## config.mk

```make
export PLATFORM = sky130hd
export DESIGN_NAME = board_io_conditioner
export DESIGN_NICKNAME = d
export VERILOG_FILES = /design/src/rtl/board_io_conditioner.sv
export SDC_FILE = /design/constraint.sdc
export NUM_CORES = 1
export LEC_CHECK = 0
export ABC_AREA = 1
export ABC_CLOCK_PERIOD_IN_PS = 3100
export CAP_MARGIN = 20
export CORE_MARGIN = 4
export CORE_UTILIZATION = 50
export DETAILED_ROUTE_END_ITERATION = 8
export PLACE_DENSITY = 0.81
export SETUP_SLACK_MARGIN = 0.2
export SLEW_MARGIN = 20
export SYNTH_ARGS = -nofsm -noshare
export SYNTH_HDL_FRONTEND = slang
export SYNTH_SLANG_ARGS = --single-unit
```

## constraint.sdc

```tcl
create_clock -name clk_100mhz -period 3.1 [get_ports clk_100mhz]
set_input_delay 0.31 -clock clk_100mhz [delete_from_list [all_inputs] [get_ports clk_100mhz]]
set_output_delay 0.31 -clock clk_100mhz [all_outputs]
set_load 0.01 [all_outputs]
```

## src/rtl/board_io_conditioner.sv

```systemverilog
// Board-level conditioner: button sync/debounce with edge pulses, heartbeat,
// press counter and a registered 16-LED page multiplexer.
module board_io_conditioner #(
    parameter int unsigned NUM_BTN         = 5,
    parameter int unsigned SYNC_STAGES     = 2,
    parameter int unsigned DEBOUNCE_CYCLES = 1_000_000,
    parameter int unsigned HB_HALF_PERIOD  = 10_000_000,
    parameter int unsigned PAGE_BTN        = 0
) (
    input  logic               clk_100mhz,
    input  logic               rst,
    input  logic [NUM_BTN-1:0] btn_raw,
    input  logic [15:0]        status_in,
    output logic [NUM_BTN-1:0] btn_level,
    output logic [NUM_BTN-1:0] btn_press,
    output logic [NUM_BTN-1:0] btn_release,
    output logic               heartbeat,
    output logic [1:0]         page,
    output logic [15:0]        led
);

    localparam int unsigned DB_W = $clog2(DEBOUNCE_CYCLES);
    localparam int unsigned HB_W = $clog2(HB_HALF_PERIOD);
    localparam logic [DB_W-1:0] DB_LAST = DB_W'(DEBOUNCE_CYCLES - 1);
    localparam logic [HB_W-1:0] HB_LAST = HB_W'(HB_HALF_PERIOD - 1);

    typedef enum logic [1:0] {
        PgStatus = 2'd0,
        PgDebug  = 2'd1,
        PgCount  = 2'd2,
        PgWalk   = 2'd3
    } page_e;

    logic [NUM_BTN-1:0] sync_q [SYNC_STAGES];
    logic [NUM_BTN-1:0] btn_sync;
    logic [DB_W-1:0]    db_cnt_q [NUM_BTN];
    logic [DB_W-1:0]    db_cnt_d [NUM_BTN];
    logic [NUM_BTN-1:0] level_q, level_d;
    logic [NUM_BTN-1:0] press_q, press_d;
    logic [NUM_BTN-1:0] release_q, release_d;
    logic [HB_W-1:0]    hb_cnt_q;
    logic               hb_q;
    logic               hb_wrap;
    logic [15:0]        press_cnt_q;
    logic [15:0]        walk_q;
    page_e              page_q, page_d;
    logic [15:0]        led_q, led_d;
    logic [7:0]         level8;

    always_ff @(posedge clk_100mhz) begin
        if (rst) begin
            for (int i = 0; i < SYNC_STAGES; i++) sync_q[i] <= '0;
        end else begin
            sync_q[0] <= btn_raw;
            for (int i = 1; i < SYNC_STAGES; i++) sync_q[i] <= sync_q[i-1];
        end
    end

    assign btn_sync = sync_q[SYNC_STAGES-1];

    // A level change needs DEBOUNCE_CYCLES consecutive disagreeing samples.
    always_comb begin
        level_d   = level_q;
        press_d   = '0;
        release_d = '0;
        for (int b = 0; b < NUM_BTN; b++) begin
            db_cnt_d[b] = '0;
            if (btn_sync[b] != level_q[b]) begin
                if (db_cnt_q[b] == DB_LAST) begin
                    level_d[b]   = btn_sync[b];
                    press_d[b]   = btn_sync[b];
                    release_d[b] = ~btn_sync[b];
                end else begin
                    db_cnt_d[b] = db_cnt_q[b] + 1'b1;
                end
            end
        end
    end

    assign hb_wrap = (hb_cnt_q == HB_LAST);

    always_comb begin
        page_d = page_q;
        if (press_q[PAGE_BTN]) begin
            unique case (page_q)
                PgStatus: page_d = PgDebug;
                PgDebug:  page_d = PgCount;
                PgCount:  page_d = PgWalk;
                PgWalk:   page_d = PgStatus;
            endcase
        end
    end

    always_comb begin
        level8                 = '0;
        level8[NUM_BTN-1:0]    = level_q;
        led_d                  = '0;
        unique case (page_q)
            PgStatus: led_d = status_in;
            PgDebug:  led_d = {hb_q, page_q, press_cnt_q[4:0], level8};
            PgCount:  led_d = press_cnt_q;
            PgWalk:   led_d = walk_q;
        endcase
    end

    always_ff @(posedge clk_100mhz) begin
        if (rst) begin
            for (int b = 0; b < NUM_BTN; b++) db_cnt_q[b] <= '0;
            level_q     <= '0;
            press_q     <= '0;
            release_q   <= '0;
            hb_cnt_q    <= '0;
            hb_q        <= 1'b0;
            press_cnt_q <= '0;
            walk_q      <= 16'h0001;
            page_q      <= PgStatus;
            led_q       <= '0;
        end else begin
            for (int b = 0; b < NUM_BTN; b++) db_cnt_q[b] <= db_cnt_d[b];
            level_q   <= level_d;
            press_q   <= press_d;
            release_q <= release_d;
            if (hb_wrap) begin
                hb_cnt_q <= '0;
                hb_q     <= ~hb_q;
                walk_q   <= {walk_q[14:0], walk_q[15]};
            end else begin
                hb_cnt_q <= hb_cnt_q + 1'b1;
            end
            // Simultaneous presses count once.
            if (|press_q) press_cnt_q <= press_cnt_q + 16'd1;
            page_q <= page_d;
            led_q  <= led_d;
        end
    end

    assign btn_level   = level_q;
    assign btn_press   = press_q;
    assign btn_release = release_q;
    assign heartbeat   = hb_q;
    assign page        = page_q;
    assign led         = led_q;

endmodule

```

==> results of run 1 <==
[where the power goes]
part           switching, mW  internal [mW]  total (mW)
Combinational         0.0654         0.0650       0.130
Sequential            0.0104           2.59        2.60
Clock                  0.965           1.27        2.23
Total                   1.04           3.92        4.97
[critical path: stages, from the launching register on]
cell	delay [ps]
dfxtp_1	410
ha_1	280
inv_1	70
nor2_2	190
nand3_1	130
o21ai_1	460
buf_4	300
nor2_1	60
[registers in the layout, summed over array words and instances (netlist names)]
signal	count
btn_release	5
page	2
led	16
db_cnt_q	100
btn_level	5
heartbeat	1
press_cnt_q	16
hb_cnt_q	24
walk_q	16
sync_q	10
btn_press	5
[synth_stat cells, types with 13 or more instances]
cell | n | area share
a31oi_1 | 13 | 0.0086
xnor2_1 | 28 | 0.026
nand2_1 | 361 | 0.14
a21oi_1 | 80 | 0.042
dfxtp_1 | 200 | 0.42
clkbuf_1 | 15 | 0.0060
xor2_1 | 32 | 0.030
nand3_1 | 72 | 0.038
o21ai_0 | 34 | 0.018
inv_1 | 167 | 0.066
nor2_1 | 309 | 0.12
nand4_1 | 17 | 0.011
[layer usage]
layer	global-route usage	vias up	wire length (um)
met5	0	-	0
met4	0.0613	0	342
met3	0.0387	25	951
met2	0.320	173	9620
met1	0.259	3844	9930
li1	-	4472	-
[cell families after synthesis]
logic type	Yosys count
adder cells (fa/ha/maj)	11
buffers and inverters	198
XOR/XNOR	60
AND/OR/NAND/NOR	801
AO/OA/AOI/OAI	137
flip-flops	200
[cell type report]
class / instances / area (um^2)
clock inverter: 11 / 149
clock buffer: 20 / 437
timing repair buffer: 66 / 636
fill: 1690 / 7480
tap: 229 / 287
sequential: 200 / 4000
inverter: 168 / 631
multi-input combinational: 1009 / 4640
[layout by cell type, fill, tap and decap left out, drive strengths merged]
master / count
buf: 10
xnor2: 28
inv: 169
nand2: 362
clkbuf: 20
nor2: 317
bufinv: 3
a21oi: 80
nand4: 17
o21ai: 39
clkinvlp: 3
xor2: 32
nand3b: 9
nand3: 75
o21bai: 5
clkdlybuf4s50: 56
a31oi: 13
and2: 7
or2: 6
nor3b: 1
nor3: 7
ha: 11
dfxtp: 200
clkinv: 4
[path summary, 6_finish.rpt]
kind,start,end,slack [ps],depth (start not counted)
max,db_cnt_q[0][80],db_cnt_q[0][95],1090,7
min,sync_q[0][4],sync_q[0][9],400,2
max reg2reg,db_cnt_q[0][80],db_cnt_q[0][95],1090,7
min reg2reg,sync_q[0][4],sync_q[0][9],400,2
[through the flow]
step           instances  utilization  power [mW]
6_report            1703        0.590        4.97
5_1_grt             1703        0.590        5.12
4_1_cts             1703        0.590        5.01
3_3_place_gp        1672        0.558        2.79
3_5_place_dp        1672        0.558        2.79
2_1_floorplan       1407            -        2.72
==> flow_summary.ini, run 1 <==
[timing]
worst_pin_slew_ps = 635
final.setup.tns_ps = 0
finalSetupViolCount = 0
fmax_mhz = 496
period_minus_slack_ps = 2010
max-slew-margin-rel = 0.576
finClkSkew_ps = 11.2
fin_crit_sh = 0.650
whs_ps = 401
setup_ws_ps = 1090
hold_viol_final = 0
grt_setup_unrepaired = no
slew_violations = 0

[logic_synthesis]
avgSynthCellArea_um2 = 6.70
synth_top_family_by_area = simple AND/OR/NAND/NOR gates
syn_nets = 1441
syn_inst = 1407
muxShareOfSynthArea = 0
ys_async_sr_fraction = 0
seq_area_frac_synth = 0.425
synth_xor_area_frac = 0.0557
synth_compound_area_frac = 0.0758
ys_ff_latch = 200
ys_types = 29
synth_ff_type = dfxtp_1
syn_area_um2 = 9430
synth-simple-area-share = 0.347
ys_warn_count = 0
synth_edf_count = 0
synth_fa_ha_area_frac = 0.0146

[die]
io_pins = 57
die_width_um = 145
initial_core_util = 0.516
dieArea_um2 = 21100
rows = 49
dieHeight_um = 145
coreArea_um2 = 18300

[placement]
portBuffers = 56
gp_congestion = 0.917
dp_hpwl_mm = 15.3
postPlaceCellArea_um2 = 10200
dpl_worst_slack_ps = 1090

[run_status]
status = finished clean

[pwr]
p_per_area_nw_per_um2 = 460
p_leak_nw = 3.79
peakVddDrop_v = 0.000351

[setup_path]
path_class = reg -> reg
endpoint_kind = flip-flop
worst_ep_required_time_ps = 3420
startpoint_type = flip-flop
cp.arrival_ps = 2340
crit_fanout = 13

[drt]
first_pass_iters = 6
ant_nets = 0
route.detailed.drc = 0
route.vias.total = 8514
drt-initial-drc-count = 557
vias_per_cell = 5.00
wl_per_cell_um = 12.2
drt_wl_total_mm = 20.8

[clock_tree]
cts.sinks = 200
h-tree-depth = 4
ctsHoldBuffers = 0
cts_buffer_depth = 2
ctsResizeCount = 0
cts_setup_buffers = 0
root_buffer = clkbuf_16
cts_tree = built
cts_made_buffers = 17
clk_latency_ps = 440
clk_pin_slew_ps = 70

[global_routing]
overflow = 0
grt_first_pass_wirelength_mm = 34.8
grt_usage = 0.194
grt_pass1_vias = 7636
antenna_found_initial = 0
grt_max_degree = 34

[hold_path]
hp-class = reg -> reg

[cells_and_area]
n_antenna_cell = 0
drive_above_1_share = 0.0373
area_delta_synth_final_pct = 14.4
final_cell_area_um2 = 10800
layout.nets = 1496

[flow_run]
timing.max_cap.violations = 0
Power figures use the tool's default switching activity.
==> inputs of run 2 (changes only) <==
ABC_CLOCK_PERIOD_IN_PS = 1800   (was 3100)
PLACE_DENSITY = 0.84   (was 0.81)
clock period = 1.8 ns   (was 3.1 ns; I/O delays follow)
==> run 2 against run 1 <==
  * Cell count rose by 0.76%
  * Routed wire length rose by 5.1%
  * Sequential power is 72% higher
  * Power rose by 70%
  * Critical path depth shrank 6
  * Combinational power up 89%
  * Clock skew fell by 1.3 ps
  * Highest routed layer unchanged
==> flow_summary.ini, run 2 (synthesis gave the netlist of run 1 again) <==
[drt]
wl_per_cell_um = 12.8
first_pass_iters = 5
route.vias.total = 8710
route.detailed.drc = 0
drt_wl_total_mm = 21.9
ant_nets = 0
vias_per_cell = 5.08
drt-initial-drc-count = 560

[clock_tree]
cts_buffer_depth = 2
root_buffer = clkbuf_16
clk_pin_slew_ps = 70
clk_latency_ps = 440
cts_made_buffers = 17
cts.sinks = 200
cts_tree = built
h-tree-depth = 4

[run_status]
status = finished clean

[timing]
final.setup.tns_ps = 0
period_minus_slack_ps = 1560
max-slew-margin-rel = 0.690
fmax_mhz = 642
worst_pin_slew_ps = 466
setup_ws_ps = 243
hold_viol_final = 0
fin_crit_sh = 0.865
finalSetupViolCount = 0
finClkSkew_ps = 9.89
slew_violations = 0
grt_setup_unrepaired = yes

[die]
die_width_um = 145
dieArea_um2 = 21100
coreArea_um2 = 18300
initial_core_util = 0.516
rows = 49
dieHeight_um = 145
io_pins = 57

[global_routing]
grt_first_pass_wirelength_mm = 36.4
overflow = 0
grt_usage = 0.203
antenna_found_initial = 1
grt_pass1_vias = 8086
grt_max_degree = 44

[setup_path]
cp.depth = 1
reg2reg_depth = 7
crit_fanout = 4
reg2reg_slack_ps = 290
cp.arrival_ps = 1380
cp_num_buf_inv = 1
startpoint_type = flip-flop
endpoint_kind = primary output
r2r-end = db_cnt_q[0][7]
max_stage_delay_ps = 550
critical_path.cell_chain = clkdlybuf4s50_1
path_delay_family = buffers and inverters
path_class = reg -> out
r2r-start = db_cnt_q[0][0]
worst_ep_required_time_ps = 1620
cpMaxStageDelayCell = clkdlybuf4s50_1

[cells_and_area]
layout.nets = 1507
fillers = 1568
drive_above_1_share = 0.0626
layout.area.seq_um2 = 4010
area_delta_synth_final_pct = 17.3
final_util = 0.605
final_common_cell = nand2_1
reg.largest.list = db_cnt_q: 100 flops, hb_cnt_q: 24 flops
largest_register_ffs = 100
instances_no_fill = 1716
regMostFlops = db_cnt_q
layout_common_cells = nand2_1, nor2_1, dfxtp_1
multiInputGateArea_um2 = 4730

[placement]
portBuffers = 56
dp_cells = 1680
dpl_worst_slack_ps = 182
gp_congestion = 0.941
dp_hpwl_mm = 15.4

[hold_path]
min_to = sync_q[0][4]
min_from = btn_raw[4]
hold_depth = 3
hp-class = in -> reg

[pwr]
p_leak_nw = 4.02
p_per_area_nw_per_um2 = 765
peakVddDrop_v = 0.000633

[flow_run]
timing.max_cap.violations = 0
==> run 2: cell count changes in the layout (fill, tap and decap cells not counted), sizes merged <==
cell           before  now
buf                10   21
clkdlybuf4s50      56   45
dlymetal6s2s        0    6
dlygate4sd2         0    5
clkinv              4    7
bufinv              3    1
clkinvlp            3    2
diode               0    1
inv               169  170
==> run 2: final cells by class <==
type	count	share of cell area
well taps	229	0.0259
clock buffers	20	0.0422
inverters	168	0.0574
clock inverters	12	0.0102
diodes	1	0.000226
multi-input cells	1009	0.428
repair buffers	77	0.0736
flip-flops and latches	200	0.363
==> run 2: worst max-delay path by stage <==
stage / startpoint / end / slack, ps
after global routing: db_cnt_q[0][0] / db_cnt_q[0][4] / 180
after detailed placement: hb_cnt_q[0] / walk_q[6] / 180
after floorplan: page[1] / led[10] / 280
after global placement: rst / hb_cnt_q[17] / 230
after CTS: btn_level[0] / btn_level[0] / 190
final: btn_level[3] / btn_level[3] / 240
==> run 2: timing repair <==
| action | in CTS | in global routing |
|---|---|---|
| gates cloned | 0 | 1 |
| gates resized for setup | 12 | 35 |
| setup buffers | 0 | 2 |
| pin swaps | 0 | 4 |
| hold buffers | 0 | 0 |
| endpoints found under the setup margin | 25 | 114 |
==> run 2: stage by stage <==
stage	area, um^2	hold WS, ps	power, mW
after floorplan	9430	287	4.68
after global placement	10300	391	4.82
after detailed placement	10300	398	4.82
after CTS	10900	291	8.52
after global routing	11100	306	8.74
final	11100	318	8.46
==> run 2: where the power goes <==
group / switching [mW] / internal, mW
clock: 1.69 / 2.04
sequential: 0.0200 / 4.46
combinational: 0.117 / 0.129
==> run 2: metal layers <==
layer	GRT usage	up-vias	share of wire
met1	0.247	3933	0.44
met2	0.351	237	0.49
met3	0.0452	40	0.050
met5	0	-	0
li1	-	4500	-
met4	0.0779	0	0.024
==> inputs of run 3 (changes only) <==
ABC_CLOCK_PERIOD_IN_PS = 2000   (was 1800)
CORE_MARGIN = unset   (was 4)
PLACE_DENSITY = 0.81   (was 0.84)
SLEW_MARGIN = unset   (was 20)
clock period = 2 ns   (was 1.8 ns; I/O delays follow)
==> run 3 against run 2 <==
  * Critical path depth unchanged
  * Highest routed layer is now met5
  * Design area down 1.3%
  * First-iteration DRC count down 6.4%
  * Via count down 1.2%
  * Cell count down 0.58%
  * Sequential cell count unchanged
  * Power down 5.4%
  * Critical endpoint is now page[0]
  * Die area down 8.1%
  * Clock skew down 2.8 ps
  * Combinational power down 16%
  * Utilization down 0.61 points
  * Largest cell class unchanged
==> flow_summary.ini, run 3 (synthesis gave the netlist of run 1 again) <==
[run_status]
status = finished clean

[clock_tree]
cts_setup_buffers = 0
cts_buffer_depth = 2
cts_tree = built
root_buffer = clkbuf_16
cts_made_buffers = 17
clk_pin_slew_ps = 70
h-tree-depth = 4
cts.sinks = 200
clk_latency_ps = 440

[global_routing]
grt_usage = 0.223
grt_pass1_vias = 8015
overflow = 0
antenna_found_initial = 1
grt_first_pass_wirelength_mm = 35.3
grt_max_degree = 37

[drt]
route.vias.total = 8609
vias_per_cell = 5.05
drt-initial-drc-count = 524
ant_nets = 0
met3_length_mm = 1.12
met2WireLength_mm = 10.2
top_layer_used = met5
wl_per_cell_um = 12.4
met1_length_mm = 9.22
route.detailed.drc = 0
drt_wl_total_mm = 21.2
first_pass_iters = 5

[die]
coreArea_um2 = 18200
io_pins = 57
initial_core_util = 0.518
dieHeight_um = 139
die_width_um = 139
dieArea_um2 = 19400
rows = 49

[cells_and_area]
final_common_cell = nand2_1
drive_above_1_share = 0.0427
regMostFlops = db_cnt_q
largest_register_ffs = 100
area_delta_synth_final_pct = 15.7
final_util = 0.599
reg.largest.list = db_cnt_q: 100 flops, hb_cnt_q: 24 flops
layout.nets = 1498
n_antenna_cell = 0
layout_common_cells = nand2_1, nor2_1, dfxtp_1

[hold_path]
hold_depth = 3
min_from = btn_raw[2]
hp-class = in -> reg

[timing]
fmax_mhz = 586
final.setup.tns_ps = 0
hold_viol_final = 0
fin_crit_sh = 0.853
worst_pin_slew_ps = 497
max-slew-margin-rel = 0.669
finalSetupViolCount = 0
finClkSkew_ps = 7.12
slew_violations = 0
grt_setup_unrepaired = no
period_minus_slack_ps = 1710

[setup_path]
r2r-start = db_cnt_q[0][0]
cpMaxStageDelayCell = clkdlybuf4s50_1
path_delay_family = buffers and inverters
startpoint_type = flip-flop
path_class = reg -> out
critical_path.cell_chain = clkdlybuf4s50_1
cp.depth = 1
reg2reg_depth = 7
endpoint_kind = primary output
reg2reg_slack_ps = 350
crit_fanout = 6
max_stage_delay_ps = 640
cp.arrival_ps = 1510
startpoint = page[0]
cp_num_buf_inv = 1
worst_ep_required_time_ps = 1800

[flow_run]
timing.max_cap.violations = 0

[placement]
portBuffers = 56
dp_hpwl_mm = 15.1
gp_congestion = 0.868

[pwr]
p_leak_nw = 3.85
peakVddDrop_v = 0.000583
p_per_area_nw_per_um2 = 733
-- run 3: path summary, 6_finish.rpt --
| check | end |
|---|---|
| worst max-delay path | page[0] |
| worst min-delay path | sync_q[0][2] |
| worst max register to register | db_cnt_q[0][9] |
| worst min register to register | sync_q[0][9] |
-- run 3: worst register-to-register path, cell delays in order, from the launching register on --
cell	delay, ps
dfxtp_1	350
ha_1	190
nand2_1	70
nor2_2	270
nand3_1	170
o21ai_1	150
buf_4	250
nor2_1	80
-- run 3: final cells by class --
| class | count | area [um^2] |
|---|---|---|
| sequential | 200 | 4000 |
| clock inverter | 10 | 164 |
| multi-input combinational | 1009 | 4660 |
| timing repair buffer | 68 | 667 |
| fill | 1644 | 7300 |
| clock buffer | 22 | 494 |
| inverter | 168 | 631 |
| tap | 229 | 287 |
-- run 3: power by group --
| group | internal (mW) | switching (mW) | total, mW |
|---|---|---|---|
| combinational | 0.103 | 0.103 | 0.206 |
| sequential | 4.02 | 0.0165 | 4.03 |
| clock | 2.27 | 1.49 | 3.76 |
| total | 6.39 | 1.61 | 8.00 |
-- run 3: per-stage QoR --
step	cell area, um^2	total power, mW	hold WS, ps	setup WS (ps)	std cells
after global routing	10900	8.24	289	207	1706
after CTS	10900	8.06	261	272	1706
after floorplan	9430	4.21	307	484	1407
final	10900	8.00	273	294	1706
after detailed placement	10200	4.33	394	304	1674
after global placement	10200	4.32	389	345	1674
-- run 3: per-layer routing --
layer,vias to the layer above,global-route usage
met1,3886,0.260
met5,-,0
met4,2,0.0971
met3,42,0.0578
li1,4467,-
met2,212,0.384
-- run 3: repair_timing --
item                                    CTS  global route
endpoints found under the setup margin    0            47
resized for setup                         0             5
hold buffers                              0             0
endpoints found under the hold margin     0             0
